<file path="src/rtl/cgra_ctrl_mem_seq_if.sv">
// Host/crossbar-facing bundle of the per-tile config memory sequencer.
// perf_stall_cnt is present only when CTRL_MEM_PERF_EN is defined.
interface cgra_ctrl_mem_seq_if #(
    parameter int CFG_W  = 49,
    parameter int ADDR_W = 2,
    parameter int ITER_W = 8
);
    logic              recv_ctrl__en;
    logic [CFG_W-1:0]  recv_ctrl__msg;
    logic [ADDR_W-1:0] recv_waddr__msg;
    logic              recv_ctrl__rdy;
    logic              start__en;
    logic [ADDR_W:0]   start_len__msg;
    logic [ITER_W-1:0] start_iter__msg;
    logic              stop__en;
    logic              send_ctrl__en;
    logic [CFG_W-1:0]  send_ctrl__msg;
    logic              send_ctrl__rdy;
    logic              busy;
    logic              done;
`ifdef CTRL_MEM_PERF_EN
    logic [15:0]       perf_stall_cnt;

    modport master (
        output recv_ctrl__en, recv_ctrl__msg, recv_waddr__msg,
        output start__en, start_len__msg, start_iter__msg, stop__en,
        output send_ctrl__rdy,
        input  recv_ctrl__rdy, send_ctrl__en, send_ctrl__msg, busy, done,
        input  perf_stall_cnt
    );

    modport slave (
        input  recv_ctrl__en, recv_ctrl__msg, recv_waddr__msg,
        input  start__en, start_len__msg, start_iter__msg, stop__en,
        input  send_ctrl__rdy,
        output recv_ctrl__rdy, send_ctrl__en, send_ctrl__msg, busy, done,
        output perf_stall_cnt
    );
`else
    modport master (
        output recv_ctrl__en, recv_ctrl__msg, recv_waddr__msg,
        output start__en, start_len__msg, start_iter__msg, stop__en,
        output send_ctrl__rdy,
        input  recv_ctrl__rdy, send_ctrl__en, send_ctrl__msg, busy, done
    );

    modport slave (
        input  recv_ctrl__en, recv_ctrl__msg, recv_waddr__msg,
        input  start__en, start_len__msg, start_iter__msg, stop__en,
        input  send_ctrl__rdy,
        output recv_ctrl__rdy, send_ctrl__en, send_ctrl__msg, busy, done
    );
`endif
endinterface

</file>
<file path="src/rtl/cgra_ctrl_mem_seq.sv">
// Per-tile configuration memory and replay sequencer feeding the crossbar recv_opt channel.
// Optional stall counter enabled by defining CTRL_MEM_PERF_EN.
module cgra_ctrl_mem_seq #(
    parameter int CFG_W  = 49,
    parameter int DEPTH  = 4,
    parameter int ADDR_W = 2,
    parameter int ITER_W = 8
) (
    input  logic               clk,
    input  logic               reset,
    cgra_ctrl_mem_seq_if.slave bus
);

    typedef enum logic {
        S_IDLE = 1'b0,
        S_RUN  = 1'b1
    } state_t;

    localparam logic [ADDR_W:0] LEN_MAX = (ADDR_W+1)'(DEPTH);

    state_t            r_state;
    state_t            w_state_next;
    logic [ADDR_W-1:0] r_rd_ptr;
    logic [ADDR_W-1:0] w_rd_ptr_next;
    logic [ITER_W-1:0] r_iter_cnt;
    logic [ITER_W-1:0] w_iter_cnt_next;
    logic [ADDR_W:0]   r_len_q;
    logic [ADDR_W:0]   w_len_q_next;
    logic [ITER_W-1:0] r_iter_q;
    logic [ITER_W-1:0] w_iter_q_next;
    logic              r_done;
    logic              w_done_next;

    logic              w_idle;
    logic              w_run;
    logic              w_len_ok;
    logic              w_start_ok;
    logic              w_xfer;
    logic              w_last_entry;
    logic              w_finish;
    logic [ITER_W-1:0] w_iter_inc;
    logic [CFG_W-1:0]  w_entry [DEPTH];

    assign w_idle       = (r_state == S_IDLE);
    assign w_run        = (r_state == S_RUN);
    assign w_len_ok     = (bus.start_len__msg != '0) && (bus.start_len__msg <= LEN_MAX);
    assign w_start_ok   = w_idle && bus.start__en && w_len_ok;
    assign w_xfer       = w_run && bus.send_ctrl__rdy;
    // Wrap is at the programmed length, not at the physical depth.
    assign w_last_entry = ({1'b0, r_rd_ptr} == (r_len_q - 1'b1));
    assign w_iter_inc   = r_iter_cnt + 1'b1;
    assign w_finish     = w_xfer && w_last_entry && (r_iter_q != '0) && (w_iter_inc == r_iter_q);

    // Config store: one register per entry so every entry can be cleared by reset.
    genvar gi;
    generate
        for (gi = 0; gi < DEPTH; gi++) begin : g_mem
            logic             w_wr_en;
            logic [CFG_W-1:0] r_word;

            assign w_wr_en = w_idle && bus.recv_ctrl__en &&
                             (bus.recv_waddr__msg == ADDR_W'(gi));

            always_ff @(posedge clk or negedge reset) begin
                if (!reset) begin
                    r_word <= '0;
                end else if (w_wr_en) begin
                    r_word <= bus.recv_ctrl__msg;
                end
            end

            assign w_entry[gi] = r_word;
        end
    endgenerate

    always_ff @(posedge clk or negedge reset) begin
        if (!reset) begin
            r_state    <= S_IDLE;
            r_rd_ptr   <= '0;
            r_iter_cnt <= '0;
            r_len_q    <= '0;
            r_iter_q   <= '0;
            r_done     <= 1'b0;
        end else begin
            r_state    <= w_state_next;
            r_rd_ptr   <= w_rd_ptr_next;
            r_iter_cnt <= w_iter_cnt_next;
            r_len_q    <= w_len_q_next;
            r_iter_q   <= w_iter_q_next;
            r_done     <= w_done_next;
        end
    end

    always_comb begin
        w_state_next    = r_state;
        w_rd_ptr_next   = r_rd_ptr;
        w_iter_cnt_next = r_iter_cnt;
        w_len_q_next    = r_len_q;
        w_iter_q_next   = r_iter_q;
        w_done_next     = 1'b0;
        case (r_state)
            S_IDLE: begin
                if (w_start_ok) begin
                    w_state_next    = S_RUN;
                    w_len_q_next    = bus.start_len__msg;
                    w_iter_q_next   = bus.start_iter__msg;
                    w_rd_ptr_next   = '0;
                    w_iter_cnt_next = '0;
                end
            end
            S_RUN: begin
                if (w_xfer) begin
                    if (w_last_entry) begin
                        w_rd_ptr_next   = '0;
                        w_iter_cnt_next = w_iter_inc;
                    end else begin
                        w_rd_ptr_next   = r_rd_ptr + 1'b1;
                    end
                end
                // A finishing transfer wins over a simultaneous stop so done still pulses.
                if (w_finish) begin
                    w_state_next  = S_IDLE;
                    w_rd_ptr_next = '0;
                    w_done_next   = 1'b1;
                end else if (bus.stop__en) begin
                    w_state_next  = S_IDLE;
                    w_rd_ptr_next = '0;
                end
            end
            default: begin
                w_state_next = S_IDLE;
            end
        endcase
    end

    assign bus.recv_ctrl__rdy = w_idle;
    assign bus.busy           = w_run;
    assign bus.done           = r_done;
    assign bus.send_ctrl__en  = w_xfer;
    assign bus.send_ctrl__msg = w_run ? w_entry[r_rd_ptr] : '0;

`ifdef CTRL_MEM_PERF_EN
    logic [15:0] r_perf_stall_cnt;

    always_ff @(posedge clk or negedge reset) begin
        if (!reset) begin
            r_perf_stall_cnt <= '0;
        end else if (w_start_ok) begin
            r_perf_stall_cnt <= '0;
        end else if (w_run && !bus.send_ctrl__rdy && (r_perf_stall_cnt != 16'hFFFF)) begin
            r_perf_stall_cnt <= r_perf_stall_cnt + 16'd1;
        end
    end

    assign bus.perf_stall_cnt = r_perf_stall_cnt;
`endif

endmodule

</file>
<file path="src/flat_wrapper.sv">
// flat-port wrapper written by rule: the top's interface ports become plain ports
module cgra_ctrl_mem_seq_flat 
#(
    parameter int CFG_W  = 49,
    parameter int DEPTH  = 4,
    parameter int ADDR_W = 2,
    parameter int ITER_W = 8
)
  (clk, reset, bus_recv_ctrl__en, bus_recv_ctrl__msg, bus_recv_waddr__msg, bus_start__en, bus_start_len__msg, bus_start_iter__msg, bus_stop__en, bus_send_ctrl__rdy, bus_recv_ctrl__rdy, bus_send_ctrl__en, bus_send_ctrl__msg, bus_busy, bus_done);
  cgra_ctrl_mem_seq_if #(.CFG_W(CFG_W), .ADDR_W(ADDR_W), .ITER_W(ITER_W)) bus_i ();
  input  logic clk;
  input  logic reset;
  input wire logic [$bits(bus_i.recv_ctrl__en)-1:0] bus_recv_ctrl__en;
  input wire logic [$bits(bus_i.recv_ctrl__msg)-1:0] bus_recv_ctrl__msg;
  input wire logic [$bits(bus_i.recv_waddr__msg)-1:0] bus_recv_waddr__msg;
  input wire logic [$bits(bus_i.start__en)-1:0] bus_start__en;
  input wire logic [$bits(bus_i.start_len__msg)-1:0] bus_start_len__msg;
  input wire logic [$bits(bus_i.start_iter__msg)-1:0] bus_start_iter__msg;
  input wire logic [$bits(bus_i.stop__en)-1:0] bus_stop__en;
  input wire logic [$bits(bus_i.send_ctrl__rdy)-1:0] bus_send_ctrl__rdy;
  output wire logic [$bits(bus_i.recv_ctrl__rdy)-1:0] bus_recv_ctrl__rdy;
  output wire logic [$bits(bus_i.send_ctrl__en)-1:0] bus_send_ctrl__en;
  output wire logic [$bits(bus_i.send_ctrl__msg)-1:0] bus_send_ctrl__msg;
  output wire logic [$bits(bus_i.busy)-1:0] bus_busy;
  output wire logic [$bits(bus_i.done)-1:0] bus_done;
  assign bus_i.recv_ctrl__en = bus_recv_ctrl__en;
  assign bus_i.recv_ctrl__msg = bus_recv_ctrl__msg;
  assign bus_i.recv_waddr__msg = bus_recv_waddr__msg;
  assign bus_i.start__en = bus_start__en;
  assign bus_i.start_len__msg = bus_start_len__msg;
  assign bus_i.start_iter__msg = bus_start_iter__msg;
  assign bus_i.stop__en = bus_stop__en;
  assign bus_i.send_ctrl__rdy = bus_send_ctrl__rdy;
  assign bus_recv_ctrl__rdy = bus_i.recv_ctrl__rdy;
  assign bus_send_ctrl__en = bus_i.send_ctrl__en;
  assign bus_send_ctrl__msg = bus_i.send_ctrl__msg;
  assign bus_busy = bus_i.busy;
  assign bus_done = bus_i.done;
  cgra_ctrl_mem_seq #(.CFG_W(CFG_W), .DEPTH(DEPTH), .ADDR_W(ADDR_W), .ITER_W(ITER_W)) u_core (.clk(clk), .reset(reset), .bus(bus_i));
endmodule
</file>
<file path="config.mk">
export PLATFORM = sky130hd
export DESIGN_NAME = cgra_ctrl_mem_seq_flat
export DESIGN_NICKNAME = d
export VERILOG_FILES = /design/src/rtl/cgra_ctrl_mem_seq_if.sv /design/src/rtl/cgra_ctrl_mem_seq.sv /design/src/flat_wrapper.sv
export SDC_FILE = /design/constraint.sdc
export NUM_CORES = 1
export LEC_CHECK = 0
export CAP_MARGIN = 40
export CORE_AREA = 2 2 187 189
export CTS_BUF_LIST = sky130_fd_sc_hd__clkbuf_2
export CTS_CLUSTER_DIAMETER = 100
export CTS_CLUSTER_SIZE = 12
export DETAILED_ROUTE_END_ITERATION = 8
export DIE_AREA = 0 0 189 191
export PLACE_DENSITY_LB_ADDON = 0.2
export RECOVER_POWER = 100
export SLEW_MARGIN = 20
export SYNTH_ARGS = -nofsm -noshare
export SYNTH_HDL_FRONTEND = slang
export SYNTH_SLANG_ARGS = --single-unit
</file>
<file path="constraint.sdc">
create_clock -name clk -period 2.3 [get_ports clk]
set_input_delay 0.23 -clock clk [delete_from_list [all_inputs] [get_ports clk]]
set_output_delay 0.23 -clock clk [all_outputs]
set_load 0.005 [all_outputs]
</file>
# Word level (Yosys, flattened, before mapping)
# Cells that the tools add are included.
classes:
  n_reduce_logical: 18
  mux: 20
  n_bitwise: 2
  eq_ne: 9
  n_lt_le_gt_ge: 2
  addsub: 3
ops:
  columns: ["cell", "count"]
  rows:
  - ["49-bit 2-to-1 mux", 3]
  - ["49-bit binary-select mux with 2-bit select", 1]
  - ["8-bit 2-to-1 mux", 3]
  - ["8-bit one-hot mux with 2 select lines", 1]
  - ["1-bit logical AND", 12]
  - ["2-bit 2-to-1 mux", 5]
  - ["8-bit by 1-bit adder with 8-bit output (second input constant)", 1]
  - ["8-bit == test", 1]
  - ["8-bit nonzero test", 1]
  - ["2-bit inequality test (second input constant)", 3]
  - ["1-bit 2-to-1 mux", 5]
  - ["2-bit == test (second input constant)", 2]
  - ["4-bit inequality test (second input constant)", 1]
  - ["2-bit one-hot mux with 2 select lines", 1]
  - ["2-bit AND reduction", 2]
  - ["2-bit by 3-bit == test with 1-bit output", 1]
  - ["3-bit >= comparator (second input constant)", 1]
  - ["3-bit <= comparator (second input constant)", 1]
  - ["2-bit NOT with 3-bit output", 1]
  - ["3-bit AND reduction", 1]
  - ["3-bit nonzero test", 1]
  - ["3-bit by 1-bit subtractor with 3-bit output (second input constant)", 1]
  - ["2-bit by 1-bit adder with 2-bit output (second input constant)", 1]
  - ["2-bit by 1-bit == test with 1-bit output (second input constant)", 1]
  - ["3 further kinds", 3]
totals:
  elab_cells: 64
  in_bits: 68
  output_inout_bits: 53
  ff_bits: 219

# Longest topological paths before layout
depth:
  word_depth: 7
  ltp_mapped: 8
  ltp_nobuf: 7

# Least setup slack after synthesis
# OpenSTA, ideal clock, no wires.
synth_timing:
  kind: "register -> register"
  startpoint: "reg u_core.r_iter_cnt[0]"
  endpoint: "reg u_core.r_state, in the netlist u_core.bus.busy"
  slack_ps: 497
  t_arrival_ps: 1679
  setup_ps: 125
  period_less_slack_ps: 1803
  t_required_ps: 2175
  stages_incl_launch_ff: 7
  path_buffers: 0
  cell_sequence: "dfrtp_1 ha_1 xnor2_1 nand2_1 a2111o_1 a2111oi_4 o21ai_2"
synth_between:
  elab_chain_len: 5
synth_rtl:
  columns: ["item", "line", "text"]
  rows:
  - ["from (decl)", "cgra_ctrl_mem_seq.sv:25", "logic [ITER_W-1:0] r_iter_cnt;"]
  - ["from (signal assigned)", "cgra_ctrl_mem_seq.sv:87", "r_iter_cnt <= w_iter_cnt_next;"]
  - ["8-bit by 1-bit adder with 8-bit output", "cgra_ctrl_mem_seq.sv:51", "assign w_iter_inc = r_iter_cnt + 1'b1;"]
  - ["8-bit == test", "cgra_ctrl_mem_seq.sv:52", "assign w_finish = w_xfer && w_last_entry && (r_iter_q != '0) && (w_iter_inc == r_iter_q);"]
  - ["1-bit logical AND", "cgra_ctrl_mem_seq.sv:52", null]
  - ["1-bit 2-to-1 mux", "cgra_ctrl_mem_seq.sv:121", "if (w_finish) begin"]
  - ["1-bit one-hot mux with 2 select lines", "cgra_ctrl_mem_seq.sv:101", "case (r_state)"]
  - ["named net u_core.w_state_next", "cgra_ctrl_mem_seq.sv:22", "state_t w_state_next;"]
  - ["to (signal assigned)", "cgra_ctrl_mem_seq.sv:85", "r_state <= w_state_next;"]
  - ["to (decl)", "cgra_ctrl_mem_seq.sv:21", "state_t r_state;"]
# The timed path passes the listed nets, and every way through them passes these cells.
# A chain may end at the register's enable or synchronous reset.

# Worst setup path in the final report
layout_timing:
  startpoint: "reg u_core.r_rd_ptr[0]"
  endpoint: "out bus_send_ctrl__msg[26]"
layout_between:
  elab_chain_len: 5
layout_rtl:
  columns: ["item", "line", "text"]
  rows:
  - ["from (decl)", "cgra_ctrl_mem_seq.sv:23", "logic [ADDR_W-1:0] r_rd_ptr;"]
  - ["from (signal assigned)", "cgra_ctrl_mem_seq.sv:86", "r_rd_ptr <= w_rd_ptr_next;"]
  - ["2-bit NOT with 3-bit output (implied by the code)", "cgra_ctrl_mem_seq.sv:140", "assign bus.send_ctrl__msg = w_run ? w_entry[r_rd_ptr] : '0;"]
  - ["49-bit binary-select mux with 2-bit select", "cgra_ctrl_mem_seq.sv:140", null]
  - ["49-bit 2-to-1 mux (implied by the code) (2 in a row)", "cgra_ctrl_mem_seq.sv:140", null]
  - ["49-bit 2-to-1 mux", "cgra_ctrl_mem_seq.sv:140", null]
  - ["to (decl)", "flat_wrapper.sv:23", "output wire logic [$bits(bus_i.send_ctrl__msg)-1:0] bus_send_ctrl__msg;"]
# No other way between the ends. The select of a mux whose other input is x is not followed.

==> summary.txt <==
Run status
  • Status: finished, violations left
  • Failing checks: negative setup slack

Timing
  • Final Hold Viols: 0
  • Final setup vio count: 50
  • Crit share post-route: 118.6%
  • Worst slew pin tran: 0.8996 ns
  • Final slew viol count: 0
  • Final Skew: 0.05886 ns
  • Relative slew slack: about 40%
  • Setup ws final: -0.4282 ns
  • RSZ-0062 raised after global routing: yes
  • FMAX: 366.5 MHz
  • Post-layout minimum cycle time: 2.728 ns

Floorplanning
  • Die area: 0.03610 mm2
  • Die span in y: around 190 um
  • Core region area: ~0.034 mm2
  • Starting Density: 29.61%
  • Die Width: 189 um
  • I/O pins: about 120
  • Site Rows: 68

Critical path
  • Worst Path Arrival: between 2 and 3 ns
  • Worst R2R Start: u_core.r_rd_ptr[0]
  • Data required, critical path: just over 2 ns
  • Max FO, Critical Path: 8
  • Flop2flop setup slack: 0.04 ns
  • Critical path class: flip-flop to output pin
  • Setup crit end kind: output pin
  • CP Launch Type: flip-flop
  • CP startpoint: u_core.r_rd_ptr[0]

Clock tree
  • Clk slew on worst S/H paths: 0.25 ns
  • CTS Buf Count: 22
  • CTS Buffer Depth: 3
  • H-tree depth: 1
  • Root buf cell: clkbuf_2
  • Clock latency on the worst-skew pair: 0.80 ns
  • Clock sink count: 219
  • CTS tree: built

Finish
  • Most frequent cells in the layout: 217 x dfrtp_1, 207 x mux2_2, 76 x clkbuf_2
  • Synthesis-to-finish area growth: 25.86%
  • # fillers: around 3300
  • Area of the multi-input gates: 0.004509 mm2
  • Final Core Density: 37.27%
  • Layout cells sized above 1: 50.35%
  • Nets: 933
  • Register area: 0.005485 mm2
  • Most common cell after layout, fill and taps aside: dfrtp_1
  • Final non-filler cell area: 0.01271 mm2
  • Layout Cells excl Fill: roughly 1300

Yosys
  • #FFs+latches synth: 219
  • Async set-reset flop share out of synthesis: 100.0%
  • Synth warn: 0
  • Count of cell types in the netlist: 45
  • Avg Cell Area, Syn: 15.21 um2
  • Mapped Area: 0.01010 mm2
  • Seq/Total Area, Yosys: approximately 54%
  • Synthesized net count: 734
  • Predominant post-synthesis flop cell: dfrtp_1
  • Cells after Synth: 664
  • Post-synth EDFFs: 0

Global route
  • First-pass GRT wire length: roughly 38 mm
  • Largest net degree at the start of global routing: 58
  • Vias in the first global route: 6566
  • Initial antenna violation count: 2
  • Gr ovfl total: 0
  • Global Route Usage Sum: 13.48%

Pwr
  • Maximum vdd drop: roughly 0.00040 V
  • Lkg Pwr: 5.223 nW
  • PD cells: 804.8 mW/mm2
  • Total power after layout: 0.01023 W

Detailed routing
  • DRC Markers: 0
  • Wire per inst: roughly 19 um
  • Vias post-DR: slightly above 6000
  • TritonRoute pass-1 iters: 4
  • Initial DRC count: 187
  • Post-DRT Antenna Nets: 0
  • Number of vias per cell: 4.686
  • Final wirelength: 24.46 mm

Worst hold path
  • Worst Hold Class: input pin to flip-flop
  • HP Start: bus_recv_ctrl__msg[32]

Placement
  • Area post-placement: ~0.012 mm2
  • Placement Setup Slack: around 0.21 ns
  • Number of port buffers: 120
  • GPL Wtd Cong: 0.7076
  • DP Wirelength: 14.92 mm
  • Dpl cells: 1226

Run
  • Max-cap check violation count: 0
## final cells by class
| cell class | count | area share [%] |
|---|---|---|
| antenna | 1 | 0.01968 |
| clock buffer | 26 | 1.023 |
| clock inverter | 1 | 0.08857 |
| inverter | 6 | 0.1771 |
| multi-input combinational | 397 | 35.47 |
| sequential | 219 | 43.14 |
| tap | 455 | 4.477 |
| timing repair buffer | 217 | 15.61 |
## power by group
part / internal, W / leakage [nW] / switching [W] / total (W)
clock network: 0.000304 / 0.114 / 0.00128 / 0.00159
logic: 0.00214 / 2.49 / 0.00115 / 0.00329
registers: 0.00484 / 2.62 / 0.000517 / 0.00536
total: 0.00728 / 5.22 / 0.00295 / 0.0102
## cells in the mapped netlist (all sizes together), types with 2 or more instances
library cell	n	share of area [%]
xor2	6	0.59
nor2	9	0.33
inv	6	0.22
and2	49	3.0
mux2	207	23
o211ai	2	0.15
nor4	4	0.37
o21ai	13	0.68
ha	2	0.25
buf	32	1.8
clkbuf	10	0.37
nand4	4	0.31
mux4	49	11
a22o	2	0.17
o31ai	3	0.22
xnor2	7	0.61
nand3	7	0.35
nor3	2	0.099
nand2	9	0.33
dfrtp	219	54
nor2b	4	0.27
nand2b	4	0.25
## routing by layer
| layer | up-vias | share of wire, % | track usage, % |
|---|---|---|---|
| li1 | 2816 | - | - |
| met1 | 3238 | 49 | 19.23 |
| met2 | 107 | 45 | 21.16 |
| met3 | 32 | 4.7 | 2.644 |
| met4 | 2 | 1.5 | 3.125 |
| met5 | - | 0.053 | 0 |
## state kept, by name (all words and copies together), names as in the netlist
signal	cells
u_core.g_mem.r_word	196
u_core.r_iter_cnt	8
u_core.r_iter_q	8
u_core.r_len_q	3
u_core.r_rd_ptr	2
u_core.bus.busy	1
u_core.bus.done	1
## logic make-up after synthesis
| kind of cell | Yosys count | share of synthesized area, % |
|---|---|---|
| AO/OA/AOI/OAI | 29 | 2.180 |
| XOR/XNOR | 13 | 1.201 |
| adder cells (fa/ha/maj) | 2 | 0.2477 |
| buffers and inverters | 48 | 2.378 |
| flip-flops | 219 | 54.25 |
| multiplexers | 256 | 34.00 |
| AND/OR/NAND/NOR | 97 | 5.747 |
## per-stage QoR
stage / hold WS (ns) / setup TNS (ns)
5_1_grt: 0.03721 / -26.27
3_3_place_gp: 0.2919 / 0
3_5_place_dp: 0.2862 / 0
4_1_cts: 0.001463 / -27.94
6_report: 0.1363 / -15.63
2_1_floorplan: -0.06559 / 0
## worst max-delay path: stages, from the launching register on
cell and delay, ns:
dfrtp_4 0.58, buf_12 0.16, buf_12 0.14, buf_6 0.11
mux4_2 0.40, and2_4 0.17, buf_6 0.11
## path summary, 6_finish.rpt
path,end,cells after the start
max in group asynchronous,u_core.g_mem[1].r_word[14],4
setup / recovery,bus_send_ctrl__msg[26],6
hold reg to reg,u_core.g_mem[1].r_word[13],1
min in group asynchronous,u_core.g_mem[3].r_word[47],4
hold / removal,u_core.g_mem[3].r_word[32],2
setup reg to reg,u_core.r_iter_cnt[6],9
## timing repair
action	in CTS	in global routing
setup buffers	6	10
hold buffers	48	0
gates cloned	0	4
endpoints found under the hold margin	357	0
pin swaps	6	18
gates resized for setup	148	89
setup endpoints to repair	52	49
Power figures use the tool's default switching activity.
